**config.mk**
```make
export PLATFORM = sky130hd
export DESIGN_NAME = tia_playfield_sequencer
export DESIGN_NICKNAME = d
export VERILOG_FILES = /design/src/rtl/tia_playfield_sequencer.sv
export SDC_FILE = /design/constraint.sdc
export NUM_CORES = 1
export LEC_CHECK = 0
export ABC_AREA = 1
export BUFFER_PORTS_ARGS = -buffer_cell sky130_fd_sc_hd__buf_2
export CAP_MARGIN = 20
export CORE_MARGIN = 2
export CORE_UTILIZATION = 53
export DETAILED_ROUTE_END_ITERATION = 6
export GPL_TIMING_DRIVEN = 0
export MAX_ROUTING_LAYER = met4
export PLACE_DENSITY = 0.8
export SLEW_MARGIN = 10
export SYNTH_ARGS = -nofsm -noshare
export SYNTH_HDL_FRONTEND = slang
export SYNTH_SLANG_ARGS = --single-unit
```
**constraint.sdc**
```tcl
create_clock -name clk -period 2.8 [get_ports clk]
set_input_delay 0.28 -clock clk [delete_from_list [all_inputs] [get_ports clk]]
set_output_delay 0.28 -clock clk [all_outputs]
set_load 0.02 [all_outputs]
```
**src/rtl/tia_playfield_sequencer.sv**
```systemverilog
// tia_playfield_sequencer: scanline counter and serial playfield bit generator with pixel-aligned register commits
module tia_playfield_sequencer #(
  parameter int H_TOTAL = 228,
  parameter int H_BLANK = 68
) (
  input  logic       clk,
  input  logic       i_r,
  input  logic [7:0] i_d,
  input  logic       i_wr_pf0,
  input  logic       i_wr_pf1,
  input  logic       i_wr_pf2,
  input  logic       i_ref,
  output logic [7:0] o_hcount,
  output logic       o_hblank,
  output logic       o_eol,
  output logic       o_pf
);
  logic [7:0]  r_hcount;
  logic [7:0]  r_pend [3];
  logic [7:0]  r_act [3];
  logic [2:0]  r_flag;
  logic        r_ref_act;
  logic [2:0]  w_wr;
  logic        w_commit;
  logic [7:0]  w_x;
  logic [5:0]  w_p;
  logic [4:0]  w_q;
  logic [7:0]  w_pf1_rev;
  logic [23:0] w_bits;
  assign w_wr = {i_wr_pf2, i_wr_pf1, i_wr_pf0};
  assign w_commit = &r_hcount[1:0];
  assign o_hcount = r_hcount;
  assign o_hblank = r_hcount < 8'(H_BLANK);
  assign o_eol = r_hcount == 8'(H_TOTAL - 1);
  assign w_x = r_hcount - 8'(H_BLANK);
  assign w_p = 6'(w_x >> 2);
  assign w_q = w_p < 6'd20 ? w_p[4:0] : r_ref_act ? 5'(6'd39 - w_p) : 5'(w_p - 6'd20);
  for (genvar i = 0; i < 8; i++) assign w_pf1_rev[i] = r_act[1][7-i];
  // Pixel order: PF0[7:4] low-to-high, PF1 high-to-low, PF2 low-to-high; PF0[3:0] sits below and is never selected
  assign w_bits = {r_act[2], w_pf1_rev, r_act[0]};
  assign o_pf = !o_hblank && w_bits[w_q + 5'd4];
  // Counter, reflect sample at the start of the right half, and latch-then-commit on pixel boundaries
  always_ff @(posedge clk)
    if (i_r) begin
      r_hcount <= '0;
      r_flag <= '0;
      r_ref_act <= 1'b0;
      for (int k = 0; k < 3; k++) begin
        r_pend[k] <= '0;
        r_act[k] <= '0;
      end
    end else begin
      r_hcount <= o_eol ? '0 : r_hcount + 8'd1;
      if (r_hcount == 8'(H_BLANK + 79)) r_ref_act <= i_ref;
      for (int k = 0; k < 3; k++)
        if (w_commit) begin
          r_act[k] <= w_wr[k] ? i_d : r_flag[k] ? r_pend[k] : r_act[k];
          r_flag[k] <= 1'b0;
        end else if (w_wr[k]) begin
          r_pend[k] <= i_d;
          r_flag[k] <= 1'b1;
        end
    end
endmodule
```
Yosys cells after proc, flatten, opt, wreduce, memory -nomap -nowiden
Memory sizes are Yosys's and may differ from the RTL's.
Index checks and enable logic that the tools add are counted.
{"block": "totals", "mem_count": 2, "ramBits": 48, "elab_cells": 61, "inputBits": 14, "latch_bits": 0, "romBits": 0, "reg_bits": 12, "output_inout_bits": 11}
{"memory": "r_act", "words": 3, "width": 8, "read_ports": 3, "rd_clocked_by_memory_dff": 0, "wr": 3, "line_no": "20", "text": "logic [7:0] r_act [3];"}
{"memory": "r_pend", "words": 3, "width": 8, "read_ports": 3, "rd_clocked_by_memory_dff": 0, "wr": 3, "line_no": "19", "text": "logic [7:0] r_pend [3];"}
{"block": "classes", "bitwise_logic": 6, "eq_ne": 2, "n_addsub": 5, "n_div": 0, "shifts": 0, "n_mux": 33, "mul": 0, "magnitude_cmp": 3, "n_reduce_logical": 5}
{"op": "8-bit 2-to-1 mux", "count": 12}
{"op": "1-bit 2-to-1 mux", "count": 18}
{"op": "8-bit equality test, second input constant", "count": 2}
{"op": "5-bit 2-to-1 mux", "count": 2}
{"op": "8-bit by 1-bit adder with 8-bit output, second input constant", "count": 1}
{"op": "8-bit by 7-bit < comparator with 1-bit output, second input constant", "count": 1}
{"op": "8-bit by 7-bit subtractor with 8-bit output, second input constant", "count": 1}
{"op": "5-bit by 6-bit < comparator with 1-bit output, second input constant", "count": 1}
{"op": "6-bit by 5-bit < comparator with 1-bit output, second input constant", "count": 1}
{"op": "1-bit bitwise OR", "count": 6}
{"op": "5-bit by 3-bit adder with 5-bit output, second input constant", "count": 1}
{"op": "1-bit binary-select mux with 5-bit select", "count": 1}
{"op": "3-bit by 5-bit subtractor with 5-bit output, first input constant", "count": 1}
{"op": "5-bit subtractor, second input constant", "count": 1}
{"op": "2-bit OR reduction", "count": 2}
{"op": "2-bit AND reduction", "count": 1}
{"op": "1-bit logical AND", "count": 1}
{"op": "1-bit zero test", "count": 1}

Depth between registers and ports, before layout
Gate-level depths: netlist (run 1).
{"block": "logic_depth", "ltp_word": 8, "mapped_depth": 24, "mapped_depth_nobuf": 23}

Worst setup path after synthesis (run 1)
No wires, ideal clock.
{"block": "synth_timing", "path_kind": "reg2out", "start": "register r_hcount[3] (netlist: o_hcount[3])", "end": "output o_pf", "path_buffers": 0, "t_required_ns": 2.520, "path_slack_ns": -0.312, "path_stages_with_launch": 20, "arrival_ns": 2.832, "path_cell_list": "dfxtp_1 -> inv_1 -> ha_1 -> xnor2_1 -> ha_1 -> inv_1 -> nand3_2 -> nand2_4 -> nand2_1 -> a21oi_1 -> inv_1 -> ha_1 -> inv_1 -> xor2_1 -> nand3_1 -> nand2_1 -> nor2_1 -> nand3_1 -> nand3_1 -> nor2_1"}
{"block": "synth_between", "elab_chain_cells": 8, "elab_cells_between_ends": 12, "classes_between": "4 x add/sub; 2 x order compare; 4 x mux; 2 x reduce/logical"}
{"item": "start: declaration", "line_no": "18", "text": "logic [7:0] r_hcount;"}
{"item": "start signal: assignment", "line_no": "53", "text": "r_hcount <= o_eol ? '0 : r_hcount + 8'd1;"}
{"item": "8-bit by 7-bit subtractor with 8-bit output", "line_no": "35", "text": "assign w_x = r_hcount - 8'(H_BLANK);"}
{"item": "5-bit subtractor or 3-bit by 5-bit subtractor with 5-bit output (tied branches)", "line_no": "37", "text": "assign w_q = w_p < 6'd20 ? w_p[4:0] : r_ref_act ? 5'(6'd39 - w_p) : 5'(w_p - 6'd20);"}
{"item": "5-bit 2-to-1 mux (2 in series)", "line_no": "37"}
{"item": "5-bit by 3-bit adder with 5-bit output", "line_no": "41", "text": "assign o_pf = !o_hblank && w_bits[w_q + 5'd4];"}
{"item": "1-bit binary-select mux with 5-bit select", "line_no": "41"}
{"item": "1-bit 2-to-1 mux (not written as such)", "line_no": "41"}
{"item": "1-bit logical AND (*)", "line_no": "41"}
{"item": "end: declaration", "line_no": "16", "text": "output logic o_pf"}
Every way passes the cells marked *; elsewhere a longest branch is shown, timed or not. The select of a mux whose other input is x is not followed.

Worst setup path in the final report (run 1)
{"block": "layout_timing", "start": "register r_hcount[2] (netlist: o_hcount[2])", "end": "output o_pf"}
The elaborated chain is that of the path after synthesis.

==> results of run 1 <==
flip-flops by register name, indices dropped and copies added, names as in the netlist:
register   cells
r_ref_act      1
o_hcount       8
r_flag         3
r_pend        24
r_act         24
power groups by stage:
stage	sequential (mW)	clock, mW	combinational [mW]
2_1_floorplan	1.06	0	0.138
3_3_place_gp	1.06	0	0.183
3_5_place_dp	1.07	0	0.191
4_1_cts	1.04	0.735	0.215
5_1_grt	1.05	0.778	0.250
6_report	1.04	0.722	0.226
logic make-up (layout without fill, tap and decap cells):
family,after synthesis,after routing
and+or+nand+nor,152,152
DFF,60,60
buffers and inverters,50,102
AOI/OAI and AO/OA,36,36
adders and majority gates,6,6
xor gates and xnor gates,5,5
routing by layer:
| metal | vias up | wire, um |
|---|---|---|
| li1 | 1152 | - |
| met1 | 1069 | 2550 |
| met5 | - | 0 |
| met2 | 55 | 3310 |
| met4 | 0 | 82 |
| met3 | 10 | 213 |
final timing paths:
check,from,to
min reg2reg,o_hcount[0]$_SDFF_PP0_,o_hcount[0]$_SDFF_PP0_
min,i_r,r_ref_act$_SDFFE_PP0N_
max,o_hcount[2]$_SDFF_PP0_,o_pf
max reg2reg,o_hcount[0]$_SDFF_PP0_,r_act[0][21]$_SDFFCE_PN0P_
cell usage after synthesis, drive strengths merged, types with 4 or more instances:
| master | n | area [sq um] |
|---|---|---|
| inv | 35 | 131 |
| clkbuf | 6 | 22.5 |
| buf | 9 | 76.3 |
| xor2 | 4 | 35.0 |
| nand3 | 42 | 243 |
| nor2 | 51 | 215 |
| edfxtp | 48 | 1440 |
| nand2 | 48 | 228 |
| o21ai | 4 | 20.0 |
| ha | 6 | 75.1 |
| dfxtp | 12 | 240 |
| a211oi | 24 | 180 |
| a21oi | 7 | 35.0 |
| nand3b | 4 | 30.0 |
placed cells by master, fill, tap and decap left out, types with 4 or more instances in the layout:
| cell | netlist | final |
|---|---|---|
| a211oi_1 | 24 | 24 |
| a21oi_1 | 7 | 6 |
| buf_2 | 1 | 24 |
| buf_4 | 0 | 12 |
| buf_6 | 4 | 4 |
| clkbuf_1 | 6 | 8 |
| clkbuf_8 | 0 | 13 |
| dfxtp_1 | 12 | 9 |
| edfxtp_1 | 48 | 48 |
| inv_1 | 33 | 29 |
| inv_2 | 2 | 5 |
| nand2_1 | 37 | 32 |
| nand2_2 | 7 | 9 |
| nand2_4 | 4 | 7 |
| nand3_1 | 37 | 36 |
| nand3_2 | 4 | 4 |
| nand3b_1 | 4 | 4 |
| nor2_1 | 49 | 47 |
| o21ai_0 | 4 | 4 |
per-stage QoR:
step	util, %	instance area, sq um	std cells	TNS [ps]	hold WS, ps
after floorplan	-	3050	309	0	352
after global placement	58.9	3240	402	-195	440
after detailed placement	59.0	3250	403	-276	453
after CTS	65.7	3620	428	-217	177
after global routing	66.5	3660	433	-413	185
final	66.5	3660	433	-230	193
worst max-delay path, cell delays in order (launching register included):
cell and delay (ps):
dfxtp_4 360, inv_4 50, ha_4 180, xnor2_4 200, ha_4 150, inv_2 40, nand3_4 90, nand2_4 80
nand2_4 90, nor2_4 40, a21oi_2 100, inv_1 50, ha_2 160, inv_2 60, xor2_2 160, nand3_1 110
nand2_2 90, nor2_1 40, nand3_1 70, nand3_2 90, nor2_4 90, buf_6 110
cell type report:
class | count | area share [%]
multi-input cells | 199 | 33.6
repair buffers | 37 | 6.46
clock inverters | 1 | 0.137
inverters | 35 | 3.66
plain buffers | 14 | 2.39
well taps | 72 | 2.46
clock buffers | 15 | 5.09
flip-flops and latches | 60 | 46.2
repair_timing:
item                       in CTS  in global routing
setup buffers                  10                  2
pin swaps                      12                  6
cloned                          0                  0
setup endpoints to repair       1                  1
gates resized for setup        26                  3
==> impl_metrics.yaml, run 1 <==
layout:
  drive_gt1_share_pct: 27.1
  area_growth_pct: 20.9
  antenna_cells: 0
  regArea_sq_um: 1690
  n_fill_cell: 419
  multi_input_area_sq_um: 1230
  layout.nets: 376
route:
  wl_per_cell_um: 14.2
  vias: 2286
  first_pass_iters: 4
  viasPerCell: 5.28
  drc: 0
  first_iter_violations: 59
  totalWireLength_um: 6160
  ant_nets: 0
worst_setup_path:
  end_kind: "output port"
  path_max_fanout: 5
  r2r_slack_ps: 840
  crit_arrival_ps: 2750
  worstPathRequired_ps: 2520
  r2r_cells: 4
  worstSetupStartpointType: "flip-flop"
  crit_type: "flip-flop to output port"
sta:
  relSlewSlack_pct: 59.7
  worst_pin_slew_ps: 599
  min_period_over_period_pct: 108
  period_needed_ps: 3030
  finClkSkew_ps: 10.9
  finalSetupViolCount: 1
  max_freq_ghz: 0.330
  grt_setup_unrepaired: "true"
  setup_ws_ps: -230
  slew_violations: 0
  timing.final.hold_violations: 0
yosys:
  ys_types: 30
  synthMuxAreaShare_pct: 0
  synth_edf_count: 48
  syn_nets: 329
  synth_top_family_by_area: "simple AND/OR/NAND/NOR gates"
  synthCells: 309
  synth_xor_xnor_area_share_pct: 1.45
  netlist_area_sq_um: 3030
  synth.ff_latch_count: 60
  synth-compound-area-share_pct: 8.01
  yosysWarningCount: 0
  synthArstFlopShare_pct: 0
  syn_avg_cell_area_sq_um: 9.80
  synth-simple-area-share_pct: 24.9
  ys.flop_type: "edfxtp_1"
  synth-adder-area-share_pct: 2.48
  seq_area_frac_synth_pct: 55.5
placed_design:
  dp_hpwl_um: 4340
  numPortBuffers: 21
  post-place-ws_ps: -276
  place_congestion: 0.852
clock_tree:
  cts_root_buf: "clkbuf_8"
  clock_latency_ps: 320
  cts_sinks: 60
  clockBufferDepth: 2
  cts_tree: "done"
  cts_made_buffers: 9
  ctsHoldBuffers: 0
  htreeDepth: 3
  path_clk_slew_ps: 60
min_path:
  min_path_cells: 2
  hold_class: "primary input to flip-flop"
floorplan:
  pin_count: 25
  start_util_pct: 55.0
  die-area_sq_um: 6340
  rows: 27
  die_y_um: 79.6
  coreArea_sq_um: 5510
  die_w_um: 79.6
pwr:
  share_seq_of_total_power_pct: 52.4
  pwr-share-clk_pct: 36.2
  power_density_nw_per_um2: 544
  totalPowerFinal_mw: 1.99
  power.switching_mw: 0.467
  p_int_mw: 1.53
  p_comb_share_pct: 11.4
  ir_worst_vdd_mv: 0.389
  swShare_pct: 23.4
  leakage_nw: 1.50
status:
  status: "finished with violations"
  violations: "negative setup slack"
global_route:
  grtUsageMet3_pct: 5.54
  grtUsageMet2_pct: 37.1
  antenna_found_initial: 0
  grt_pass1_vias: 2277
  grt_max_degree: 11
  grt_pass1_wl_um: 10100
  busiest_layer: "met2"
  global_route.usage.met1_pct: 23.6
  grt-ovfl-total: 0
  grt_use_total_pct: 21.4
job:
  cap_violations: 0
Note: power is estimated with default switching activity, not from simulation.
==> run 2, diff against run 1 <==
CORE_UTILIZATION = 59   (was 53)
PLACE_DENSITY = 0.84   (was 0.8)
clock period = 2.9 ns   (was 2.8 ns; I/O delays follow)
==> impl_metrics.yaml, run 2 (synthesized netlist as in run 1, its figures left out) <==
worst_setup_path:
  worstSetupStartpointType: "flip-flop"
  r2r_end: "r_act[0][8]$_SDFFCE_PN0P_"
  crit_type: "flip-flop to output port"
  worstReg2RegStart: "o_hcount[0]$_SDFF_PP0_"
  path_max_fanout: 4
  r2r_slack_ps: 1010
  end_kind: "output port"
  r2r_cells: 4
  crit_arrival_ps: 2830
  worstPathRequired_ps: 2610
sta:
  fin_setup_tns_ps: -219
  timing.final.hold_violations: 0
  setup_ws_ps: -219
  period_needed_ps: 3120
  max_freq_ghz: 0.321
  finalSetupViolCount: 1
  slew_violations: 0
  whs_ps: 194
  min_period_over_period_pct: 108
  worst_pin_slew_ps: 650
  relSlewSlack_pct: 56.3
  finClkSkew_ps: 12.7
  grt_setup_unrepaired: "true"
clock_tree:
  clock_latency_ps: 330
  cts_root_buf: "clkbuf_8"
  cts_sinks: 60
  cts_tree: "done"
  clockBufferDepth: 2
  path_clk_slew_ps: 60
  cts_made_buffers: 9
  htreeDepth: 3
route:
  ant_nets: 0
  viasPerCell: 5.62
  first_pass_iters: 5
  drc: 0
  totalWireLength_um: 6670
  first_iter_violations: 130
  wl_per_cell_um: 15.4
  vias: 2439
floorplan:
  pin_count: 25
  die-area_sq_um: 5720
  die_w_um: 75.7
  coreArea_sq_um: 5040
  start_util_pct: 60.1
  rows: 26
  die_y_um: 75.7
min_path:
  min_path_cells: 2
  hold_class: "primary input to flip-flop"
  hold_end: "r_ref_act$_SDFFE_PP0N_"
  worstHoldStart: "i_r"
layout:
  n_fill_cell: 344
  drive_gt1_share_pct: 27.5
  layout.nets: 379
  final_cell_mix: "edfxtp_1, nor2_1, nand3_1"
  final_cells: 434
  area_growth_pct: 21.3
  multi_input_area_sq_um: 1220
  antenna_cells: 0
  fin_util_pct: 72.9
  regArea_sq_um: 1690
  mostFrequentLayoutCell: "edfxtp_1"
pwr:
  power_density_nw_per_um2: 546
  leakage_nw: 1.52
  ir_worst_vdd_mv: 0.456
global_route:
  antenna_found_initial: 0
  grt_pass1_wl_um: 10200
  grt-ovfl-total: 0
  grt_max_degree: 11
  grt_use_total_pct: 25.2
  grt_pass1_vias: 2267
placed_design:
  dp_hpwl_um: 4390
  place_congestion: 0.943
  numPortBuffers: 21
  place_inst: 400
status:
  status: "finished with violations"
  violations: "negative setup slack"
job:
  cap_violations: 0
## run 2: cell count changes in the layout (fill, tap and decap cells not counted), sizes merged
cell / delta
clkbuf: -4
clkinv: +3
buf: +2
bufinv: +2
## run 2: worst max path at each step
| stage | start | endpoint | cells after the start |
|---|---|---|---|
| 4_1_cts | o_hcount[3]$_SDFF_PP0_ | o_pf | 21 |
| 2_1_floorplan | o_hcount[3]$_SDFF_PP0_ | o_pf | 19 |
| 6_report | o_hcount[3]$_SDFF_PP0_ | o_pf | 21 |
| 3_5_place_dp | o_hcount[2]$_SDFF_PP0_ | o_pf | 22 |
| 5_1_grt | o_hcount[3]$_SDFF_PP0_ | o_pf | 21 |
| 3_3_place_gp | o_hcount[2]$_SDFF_PP0_ | o_pf | 21 |
## run 2: stage by stage
stage / cell area, sq um / setup WS [ps] / power [mW]
CTS: 3570 / -206 / 2.00
finish: 3670 / -219 / 2.01
global route: 3670 / -325 / 2.08
global placement: 3230 / -112 / 1.20
floorplan: 3030 / 19.8 / 1.16
detailed placement: 3230 / -216 / 1.21
## run 2: report_power, final
part	switching [mW]	total, mW	internal [mW]
Sequential	0.0199	1.01	0.991
Combinational	0.139	0.218	0.0783
Clock	0.302	0.778	0.476
Total	0.462	2.01	1.55
## run 2: routing by layer
layer  up-vias  wire [um]  global-route usage (%)
met3        23        316                    5.03
met2       118       3670                    45.4
met1      1141       2520                    25.9
met5         -          0                       -
li1       1157          -                       -
met4         0        170                    12.7
## run 2: layout make-up
cell class | instances | area share [%]
multi-input combinational | 199 | 33.1
buffer | 14 | 2.38
sequential | 60 | 46.0
clock buffer | 10 | 3.47
clock inverter | 6 | 2.15
inverter | 35 | 3.85
tap | 70 | 2.38
timing repair buffer | 40 | 6.64
## run 2: what timing repair did
| item | CTS | global route |
|---|---|---|
| setup endpoints to repair | 1 | 1 |
| resized for setup | 20 | 12 |
| pin swaps | 14 | 13 |
| hold buffers | 0 | 0 |
| setup buffers | 10 | 5 |
## run 2: critical path, cell delays in order (launching register included)
cell	delay [ps]
dfxtp_4	400
inv_4	50
ha_4	170
xnor2_4	180
ha_4	170
inv_4	40
nand3_4	90
nand2_4	80
nand2_4	80
nor2_4	40
a21oi_2	110
inv_1	60
ha_2	170
inv_2	60
xor2_2	150
nand3_1	110
nand2_1	110
nor2_1	50
nand3_1	100
nand3_2	70
nor2_2	100
buf_6	120
